[src/rtl/bbox_painter_pkg.sv]
// Shared constants, state encoding and per-pixel paint rule for the 6x6 frame-buffer writer.
package bbox_painter_pkg;

    localparam int XSZ     = 3;
    localparam int YSZ     = 3;
    localparam int ADDR_SZ = 6;
    localparam int COL_SZ  = 3;
    localparam int WIDTH   = 6;
    localparam int HEIGHT  = 6;

    localparam logic [COL_SZ-1:0] BG_COLOUR   = 3'd7;
    localparam logic [COL_SZ-1:0] EDGE_COLOUR = 3'd0;

    localparam logic [XSZ-1:0] X_MAX = XSZ'(WIDTH - 1);
    localparam logic [YSZ-1:0] Y_MAX = YSZ'(HEIGHT - 1);

    typedef enum logic [1:0] {
        ST_IDLE = 2'd0,
        ST_SCAN = 2'd1,
        ST_DONE = 2'd2
    } state_t;

    typedef struct packed {
        logic              en;
        logic [COL_SZ-1:0] data;
    } pixel_t;

    function automatic logic isValidBox(
        input logic [YSZ-1:0] top,
        input logic [YSZ-1:0] bottom,
        input logic [XSZ-1:0] left,
        input logic [XSZ-1:0] right
    );
        return (top <= bottom) && (left <= right) && (bottom <= Y_MAX) && (right <= X_MAX);
    endfunction

    // Box pixels (border always, interior only when filled) take the box colour;
    // everything else is background on a clearing pass and skipped otherwise.
    function automatic pixel_t paintPixel(
        input logic [XSZ-1:0]    x,
        input logic [YSZ-1:0]    y,
        input logic [YSZ-1:0]    top,
        input logic [YSZ-1:0]    bottom,
        input logic [XSZ-1:0]    left,
        input logic [XSZ-1:0]    right,
        input logic [COL_SZ-1:0] colour,
        input logic              fill,
        input logic              clearBg
    );
        logic   inBox;
        logic   border;
        pixel_t p;
        inBox  = (y >= top) && (y <= bottom) && (x >= left) && (x <= right);
        border = inBox && ((y == top) || (y == bottom) || (x == left) || (x == right));
        if (border || (inBox && fill)) begin
            p.en   = 1'b1;
            p.data = colour;
        end else if (clearBg) begin
            p.en   = 1'b1;
            p.data = BG_COLOUR;
        end else begin
            p.en   = 1'b0;
            p.data = EDGE_COLOUR;
        end
        return p;
    endfunction

endpackage

[src/rtl/bbox_painter_address_translator.sv]
// Maps (x,y) to the linear frame-buffer address y*6+x; shared with the edge-finding readers.
module bbox_painter_address_translator
    import bbox_painter_pkg::*;
(
    input  logic [XSZ-1:0]     x,
    input  logic [YSZ-1:0]     y,
    output logic [ADDR_SZ-1:0] addr
);

    assign addr = ADDR_SZ'({y, 2'b00}) + ADDR_SZ'({y, 1'b0}) + ADDR_SZ'(x);

endmodule

[src/rtl/bbox_painter.sv]
// Paints an outlined or filled rectangle into the 6x6 frame buffer, one RAM write per cycle,
// behind a start/busy/done handshake.
module bbox_painter
    import bbox_painter_pkg::*;
(
    input  logic               clk,
    input  logic               resetn,
    input  logic               start,
    input  logic [YSZ-1:0]     top,
    input  logic [YSZ-1:0]     bottom,
    input  logic [XSZ-1:0]     left,
    input  logic [XSZ-1:0]     right,
    input  logic [COL_SZ-1:0]  colour,
    input  logic               fill,
    input  logic               clear_bg,
    output logic               busy,
    output logic               done,
    output logic               err,
    output logic [ADDR_SZ-1:0] wr_addr,
    output logic [COL_SZ-1:0]  wr_data,
    output logic               wr_en
);

    state_t state_r, stateNext_s;

    logic [YSZ-1:0]    top_r, bottom_r, y_r;
    logic [XSZ-1:0]    left_r, right_r, x_r;
    logic [COL_SZ-1:0] colour_r;
    logic              fill_r, clearBg_r;

    logic [YSZ-1:0]    boxTop_s, boxBottom_s, yStart_s, yEnd_s, pixY_s;
    logic [XSZ-1:0]    boxLeft_s, boxRight_s, xStart_s, xEnd_s, pixX_s;
    logic [COL_SZ-1:0] boxColour_s;
    logic              boxFill_s, boxClear_s;
    logic              lastCol_s, lastPix_s;
    logic              latch_s, emit_s;
    logic              busyNext_s, doneNext_s, errNext_s, wrEnNext_s;
    logic [COL_SZ-1:0] wrDataNext_s;
    logic [ADDR_SZ-1:0] pixAddr_s, wrAddrNext_s;
    pixel_t            pixel_s;

    // Raw inputs describe the box on the accepting edge; latched copies afterwards.
    always_comb begin
        if (state_r == ST_IDLE) begin
            boxTop_s    = top;
            boxBottom_s = bottom;
            boxLeft_s   = left;
            boxRight_s  = right;
            boxColour_s = colour;
            boxFill_s   = fill;
            boxClear_s  = clear_bg;
        end else begin
            boxTop_s    = top_r;
            boxBottom_s = bottom_r;
            boxLeft_s   = left_r;
            boxRight_s  = right_r;
            boxColour_s = colour_r;
            boxFill_s   = fill_r;
            boxClear_s  = clearBg_r;
        end
        xStart_s  = boxClear_s ? 3'd0  : boxLeft_s;
        xEnd_s    = boxClear_s ? X_MAX : boxRight_s;
        yStart_s  = boxClear_s ? 3'd0  : boxTop_s;
        yEnd_s    = boxClear_s ? Y_MAX : boxBottom_s;
        lastCol_s = (x_r == xEnd_s);
        lastPix_s = lastCol_s && (y_r == yEnd_s);
    end

    // Next state and the pixel position whose write goes out in the following cycle.
    always_comb begin
        stateNext_s = state_r;
        busyNext_s  = 1'b0;
        doneNext_s  = 1'b0;
        errNext_s   = 1'b0;
        latch_s     = 1'b0;
        emit_s      = 1'b0;
        pixX_s      = x_r;
        pixY_s      = y_r;
        case (state_r)
            ST_IDLE: begin
                if (start) begin
                    latch_s    = 1'b1;
                    busyNext_s = 1'b1;
                    if (!isValidBox(boxTop_s, boxBottom_s, boxLeft_s, boxRight_s)) begin
                        stateNext_s = ST_DONE;
                        doneNext_s  = 1'b1;
                        errNext_s   = 1'b1;
                    end else begin
                        stateNext_s = ST_SCAN;
                        emit_s      = 1'b1;
                        pixX_s      = xStart_s;
                        pixY_s      = yStart_s;
                    end
                end else begin
                    stateNext_s = ST_IDLE;
                end
            end
            ST_SCAN: begin
                busyNext_s = 1'b1;
                if (lastPix_s) begin
                    stateNext_s = ST_DONE;
                    doneNext_s  = 1'b1;
                end else if (lastCol_s) begin
                    emit_s = 1'b1;
                    pixX_s = xStart_s;
                    pixY_s = y_r + 3'd1;
                end else begin
                    emit_s = 1'b1;
                    pixX_s = x_r + 3'd1;
                end
            end
            ST_DONE: begin
                stateNext_s = ST_IDLE;
            end
            default: begin
                stateNext_s = ST_IDLE;
            end
        endcase
    end

    bbox_painter_address_translator uAddr (
        .x    (pixX_s),
        .y    (pixY_s),
        .addr (pixAddr_s)
    );

    // Write decision for the upcoming pixel.
    always_comb begin
        pixel_s = paintPixel(pixX_s, pixY_s, boxTop_s, boxBottom_s, boxLeft_s, boxRight_s,
                             boxColour_s, boxFill_s, boxClear_s);
        if (emit_s) begin
            wrEnNext_s   = pixel_s.en;
            wrDataNext_s = pixel_s.data;
            wrAddrNext_s = pixAddr_s;
        end else begin
            wrEnNext_s   = 1'b0;
            wrDataNext_s = EDGE_COLOUR;
            wrAddrNext_s = 6'd0;
        end
    end

    // State, request latches, raster counters and registered outputs.
    always_ff @(posedge clk) begin
        if (!resetn) begin
            state_r   <= ST_IDLE;
            top_r     <= 3'd0;
            bottom_r  <= 3'd0;
            left_r    <= 3'd0;
            right_r   <= 3'd0;
            colour_r  <= 3'd0;
            fill_r    <= 1'b0;
            clearBg_r <= 1'b0;
            x_r       <= 3'd0;
            y_r       <= 3'd0;
            busy      <= 1'b0;
            done      <= 1'b0;
            err       <= 1'b0;
            wr_en     <= 1'b0;
            wr_addr   <= 6'd0;
            wr_data   <= 3'd0;
        end else begin
            state_r <= stateNext_s;
            if (latch_s) begin
                top_r     <= top;
                bottom_r  <= bottom;
                left_r    <= left;
                right_r   <= right;
                colour_r  <= colour;
                fill_r    <= fill;
                clearBg_r <= clear_bg;
            end
            if (emit_s) begin
                x_r <= pixX_s;
                y_r <= pixY_s;
            end
            busy    <= busyNext_s;
            done    <= doneNext_s;
            err     <= errNext_s;
            wr_en   <= wrEnNext_s;
            wr_addr <= wrAddrNext_s;
            wr_data <= wrDataNext_s;
        end
    end

endmodule

[config.mk]
export PLATFORM = sky130hd
export DESIGN_NAME = bbox_painter
export DESIGN_NICKNAME = d
export VERILOG_FILES = /design/src/rtl/bbox_painter_pkg.sv /design/src/rtl/bbox_painter_address_translator.sv /design/src/rtl/bbox_painter.sv
export SDC_FILE = /design/constraint.sdc
export NUM_CORES = 1
export LEC_CHECK = 0
export ABC_AREA = 1
export CAP_MARGIN = 20
export CORE_MARGIN = 2
export CORE_UTILIZATION = 58
export CTS_BUF_LIST = sky130_fd_sc_hd__clkbuf_4 sky130_fd_sc_hd__clkbuf_8
export DETAILED_ROUTE_END_ITERATION = 7
export GPL_ROUTABILITY_DRIVEN = 0
export HOLD_SLACK_MARGIN = 0.06
export PLACE_DENSITY = 0.94
export SLEW_MARGIN = 10
export SYNTH_ARGS = -nofsm -noshare
export SYNTH_HDL_FRONTEND = slang
export SYNTH_SLANG_ARGS = --single-unit
[constraint.sdc]
create_clock -name clk -period 4.4 [get_ports clk]
set_clock_uncertainty 0.15 [all_clocks]
set_input_delay 0.88 -clock clk [delete_from_list [all_inputs] [get_ports clk]]
set_output_delay 0.88 -clock clk [all_outputs]
set_load 0.005 [all_outputs]
After elaboration in Yosys (flattened, before gate mapping)
Index checks and enable logic that the tools add are counted.

Reductions and logical operators: 16. Add/subtract/negate cells: 4. Order comparisons: 8. Equal/unequal tests: 8. Multiplexer cells: 38.

Operators by type and width (number): 3-bit 2-to-1 mux (17); 3-bit == test (6); 3-bit less-or-equal comparator (4); 3-bit one-hot mux with 2 select lines (2); 1-bit 2-to-1 mux (10); 1-bit logical AND (9); 4-bit 2-to-1 mux (2); 3-bit by 1-bit adder with 3-bit output (second input constant) (2); 5-bit by 4-bit adder with 6-bit output (1); 6-bit by 3-bit adder with 6-bit output (1); 3-bit greater-or-equal comparator (2); 3-bit less-or-equal comparator (second input constant) (2); 2-bit 2-to-1 mux (3); 1-bit one-hot mux with 2 select lines (3); 1-bit logical OR (4); 2-bit one-hot mux with 2 select lines (1); 2-bit AND reduction (2); 2-bit by 1-bit == test with 1-bit output (second input constant) (1); 2-bit logical NOT (1); 2-bit != test (second input constant) (1).

Output and inout bits: 13. Bits in registers: 38. Logic and storage cells: 90.

Logic depth before layout (Yosys ltp)
Depth after elaboration: 16. Depth in mapped cells: 27. Mapped depth without buffers: 26.

By module
From an unflattened synthesis, not the netlist that was laid out.

Cells, all modules: 410. Area total of the unflattened synthesis: 2730.1 um^2.

By module, submodules not included: bbox_painter (instances 1, cells each 389, area an instance 2563.7 um^2); bbox_painter_address_translator (instances 1, cells each 21, area an instance 166.4 um^2).

Worst setup path after synthesis
OpenSTA, ideal clock, no wires.

Path kind: input-to-reg. Start: input clear_bg. End: register wr_addr[4]. Path slack: 0.898 ns. Setup time: 0.116 ns. Data required time: 4.134 ns. Data arrival time: 3.236 ns. Stages: 20. Cells stage by stage: inv_1 nand2_1 nand2_2 buf_6 nand2_1 nand2_1 nand2_1 nand3_2 inv_2 nor2_2 nand2_1 nand3_1 nand3_1 fa_1 inv_1 ha_1 inv_1 fa_1 xor2_1 nor2_1.

Cells in the longest elaborated chain, start to end: 8. Elaborated cells on any way between the ends: 23. Those cells by class: 2 x add/sub; 2 x eq/ne; 17 x mux; 2 x reduce/logical.

Ends and longest elaborated chain: start, declared (line bbox_painter.sv:15) `input logic clear_bg,`; 1-bit 2-to-1 mux * (line bbox_painter.sv:44) `if (state_r == ST_IDLE) begin`; 3-bit 2-to-1 mux, on equally long branches (line bbox_painter.sv:62, bbox_painter.sv:64); 3-bit == test, on equally long branches (line bbox_painter.sv:65, bbox_painter.sv:66); 3-bit 2-to-1 mux or 1-bit logical AND (tied branches) (line bbox_painter.sv:103, bbox_painter.sv:66); 3-bit 2-to-1 mux (line bbox_painter.sv:100) `if (lastPix_s) begin`; 3-bit one-hot mux with 2 select lines (line bbox_painter.sv:79) `case (state_r)`; 5-bit by 4-bit adder with 6-bit output (line bbox_painter_address_translator.sv:10) `assign addr = ADDR_SZ'({y, 2'b00}) + ADDR_SZ'({y, 1'b0}) + ADDR_SZ'(x);`; 6-bit by 3-bit adder with 6-bit output (line bbox_painter_address_translator.sv:10); end signal, assigned (line bbox_painter.sv:180) `wr_addr <= wrAddrNext_s;`; end, declared (line bbox_painter.sv:19) `output logic [ADDR_SZ-1:0] wr_addr,`.

Every way passes the cells marked *; elsewhere a longest branch is shown, timed or not. A chain may end at the register's enable or synchronous reset.

Final worst setup path
Start: input clear_bg. End: register wr_data[0].

Elaborated cells on any way between the ends: 40. Those cells by class: 4 x order compare; 6 x eq/ne; 19 x mux; 11 x reduce/logical.

RTL lines: 1-bit 2-to-1 mux * (line bbox_painter.sv:44); 3-bit 2-to-1 mux, on equally long branches (line bbox_painter.sv:62, bbox_painter.sv:64); 3-bit == test, on equally long branches (line bbox_painter.sv:65, bbox_painter.sv:66); 3-bit 2-to-1 mux or 1-bit logical AND (tied branches) (line bbox_painter.sv:103, bbox_painter.sv:66); 3-bit 2-to-1 mux (line bbox_painter.sv:100); 3-bit one-hot mux with 2 select lines * (line bbox_painter.sv:79); net pixX_s[2] (line bbox_painter.sv:32) `logic [XSZ-1:0] boxLeft_s, boxRight_s, xStart_s, xEnd_s, pixX_s;`; 3-bit greater-or-equal comparator or 3-bit == test (tied branches) (line bbox_painter_pkg.sv:53, bbox_painter_pkg.sv:54); 1-bit logical AND or 1-bit logical OR (tied branches) (2 in a row) (line bbox_painter_pkg.sv:53, bbox_painter_pkg.sv:54); 1-bit logical AND, on equally long branches (line bbox_painter_pkg.sv:54, bbox_painter_pkg.sv:55); 1-bit logical OR * (line bbox_painter_pkg.sv:55) `if (border || (inBox && fill)) begin`; 4-bit 2-to-1 mux * (line bbox_painter_pkg.sv:55); end signal, assigned (line bbox_painter.sv:181) `wr_data <= wrDataNext_s;`; end, declared (line bbox_painter.sv:20) `output logic [COL_SZ-1:0] wr_data,`.

Mark *: on every way through the listed nets, which the timed path passes. The rest lies on a longest branch.

==> results_dict.tcl <==
set metrics [dict create \
    worst_slack_ps 366 \
    final_cells 486 \
    rsz0062_at_grt "false" \
    fmax_ghz 0.248 \
    die_h_um 70.8 \
    synth_area_leaders "dfxtp_1 (29%), nand2_1 (20%), ha_1 (9.2%)" \
    yosys_warnings 0 \
    grt-ovfl-total 0 \
    netlist_instances 400 \
    first_pass_iters 5 \
    syn_avg_cell_area_sq_um 6.47 \
    clkTransAtPathRegs_ps 70 \
    ys_ff_latch 38 \
    hpwlAfterDp_um 4790 \
    syn_area_sq_um 2590 \
    fin_crit_sh 0.917 \
    end_kind "flop" \
    totalWireLength_um 6530 \
    dieArea_sq_um 5010 \
    dp_slack_ps -101 \
    coreArea_sq_um 4320 \
    crit_required_ps 4480 \
    nets 475 \
    cap_violations 0 \
    io_pins 33 \
    seqCellArea_sq_um 761 \
    synth_enable_flop_cells 0 \
    synth_ff_type "dfxtp_1" \
    grt_pass1_wl_um 10700 \
    arrival_ps 4110 \
    ys_types 28 \
    initial_core_util 0.599 \
    critPathMaxFanout 18 \
    hold_viol 0 \
    start_kind "primary input" \
    grt_usage 0.270 \
    grt_max_degree 23 \
    area.growth.synth_to_final_pct 18.5 \
    hold_path.class "flop to flop" \
    drtAntennaViolNets 0 \
    numPlacedInstances 479 \
    cts_tree "built" \
    die_x_um 70.8 \
    antenna_found_initial 0 \
    numCtsBuffers 5 \
    synth_seq_area_share 0.294 \
    worstMarginPinSlew_ps 660 \
    avgRoutedWirePerCell_um 13.4 \
    drv_slew 0 \
    grt_pass1_vias 2415 \
    synthArstFlopShare 0 \
    cts_buffer_depth 2 \
    yosys-top-cells-count "nand2_1 (136), inv_1 (54), dfxtp_1 (38)" \
    slew_headroom 0.560 \
    fillers 373 \
    vias_per_cell 5.59 \
    critical_path_class "primary input to flop" \
    synthMostInstantiatedCell "nand2_1" \
    clock_latency_ps 300 \
    drt_iter0_drc 232 \
    multiInputGateArea_sq_um 1540 \
    synth_top_cell_by_area "dfxtp_1" \
    num_antenna_cells 0 \
    route.detailed.drc 0 \
    cts.sinks 38 \
    io_buffers 32 \
    num_vias 2718 \
    utilization 0.709 \
    cts_root_buffer "clkbuf_8" \
    period_needed_ps 4030 \
    finalSetupViolCount 0 \
    outcome "finished clean" \
    synth_nets 441 \
    rows 24 \
    synth_top_area_frac 0.294 \
    cts_max_level 2 \
    drive_gt1_frac 0.0876 \
]
[worst max-delay path, stage by stage]
cell and delay (ps):
clkdlybuf4s50_1 400, inv_1 70, nand2_1 80, nand2_4 200, nand2_1 70, nand2_1 60
nand2_1 50, inv_1 80, nand3_2 150, nor2_2 220, nand2_1 80, nand3_1 80
nand3_1 60, nand2_1 160, inv_1 110, ha_1 300, nand2_1 90, nor2_1 50
a211oi_1 160, nor2_1 90, a221oi_2 220, nand2_1 140, inv_1 120, nand2_1 60
a21oi_1 130
[sequential cells by signal, summed over array words and instances, names as in the netlist, 2 cells and up]
register  flops
wr_addr       6
bottom_r      3
colour_r      3
left_r        3
right_r       3
top_r         3
wr_data       3
x_r           3
y_r           3
state_r       2
[stage by stage]
stage | cell area [sq um] | hold WS, ps | setup TNS [ps]
finish | 3070 | 313 | 0
global placement | 2940 | 292 | 0
CTS | 3050 | 310 | 0
floorplan | 2590 | 280 | 0
detailed placement | 2940 | 300 | -269
global route | 3070 | 339 | 0
[path summary, 6_finish.rpt]
check                           slack [ps]                     from                       to  cells after the start
worst max-delay path                   370                 clear_bg    wr_data[0]$_SDFF_PN0_                     25
worst min register to register         310  right_r[0]$_SDFFE_PN0P_  right_r[0]$_SDFFE_PN0P_                      2
worst max register to register         510  state_r[1]$_SDFFE_PN0N_    wr_data[0]$_SDFF_PN0_                     22
worst min-delay path                   310  right_r[0]$_SDFFE_PN0P_  right_r[0]$_SDFFE_PN0P_                      2
[what timing repair did]
action	4_1_cts	5_1_grt
gates resized for setup	0	3
endpoints found under the setup margin	0	4
hold buffers	0	0
setup buffers	0	0
hold endpoints to repair	0	0
[routing by layer]
layer,routed length (um),global-route usage,vias to the layer above
met4,210,0.130,0
met1,2700,0.337,1240
li1,-,-,1337
met5,0,0,-
met2,3130,0.450,119
met3,487,0.0484,22
[area by class of cell]
cell class / count / share of cell area
clock buffer: 6 / 0.0269
clock inverter: 1 / 0.00979
inverter: 59 / 0.0722
multi-input combinational: 292 / 0.503
sequential: 38 / 0.248
tap: 52 / 0.0212
timing repair buffer: 38 / 0.119
[cell families (layout without fill, tap and decap cells)]
| kind of cell | Yosys count | after routing | share of synthesized area |
|---|---|---|---|
| AND/OR/NAND/NOR | 209 | 209 | 0.346 |
| flip-flops | 38 | 38 | 0.294 |
| adder cells (fa/ha/maj) | 21 | 21 | 0.107 |
| AO/OA/AOI/OAI | 60 | 60 | 0.131 |
| XOR/XNOR | 2 | 2 | 0.00677 |
| buffers and inverters | 70 | 104 | 0.116 |
[cells in the final DEF, fill, tap and decap left out]
cell             count
nor2_2               4
nor2_1              27
fa_1                 2
a21oi_2              2
bufinv_16            1
nand2_2              6
o21ai_0             18
a21oi_1             25
nand2_1            136
nand4_4              1
inv_2                5
a221oi_2             1
a211oi_1             5
xnor2_1              1
buf_4                6
xor2_1               1
dfxtp_1             38
o21ai_1              7
nand4_1              2
nor2_4               1
ha_1                19
o31ai_1              1
nand2_4              2
nand3_2              2
nand3_1             28
a21oi_4              1
clkdlybuf4s50_1     32
inv_1               54
clkbuf_8             6
Power is not shown: default switching activity piles up to over one toggle a cycle in this logic, so the estimate is an artifact.
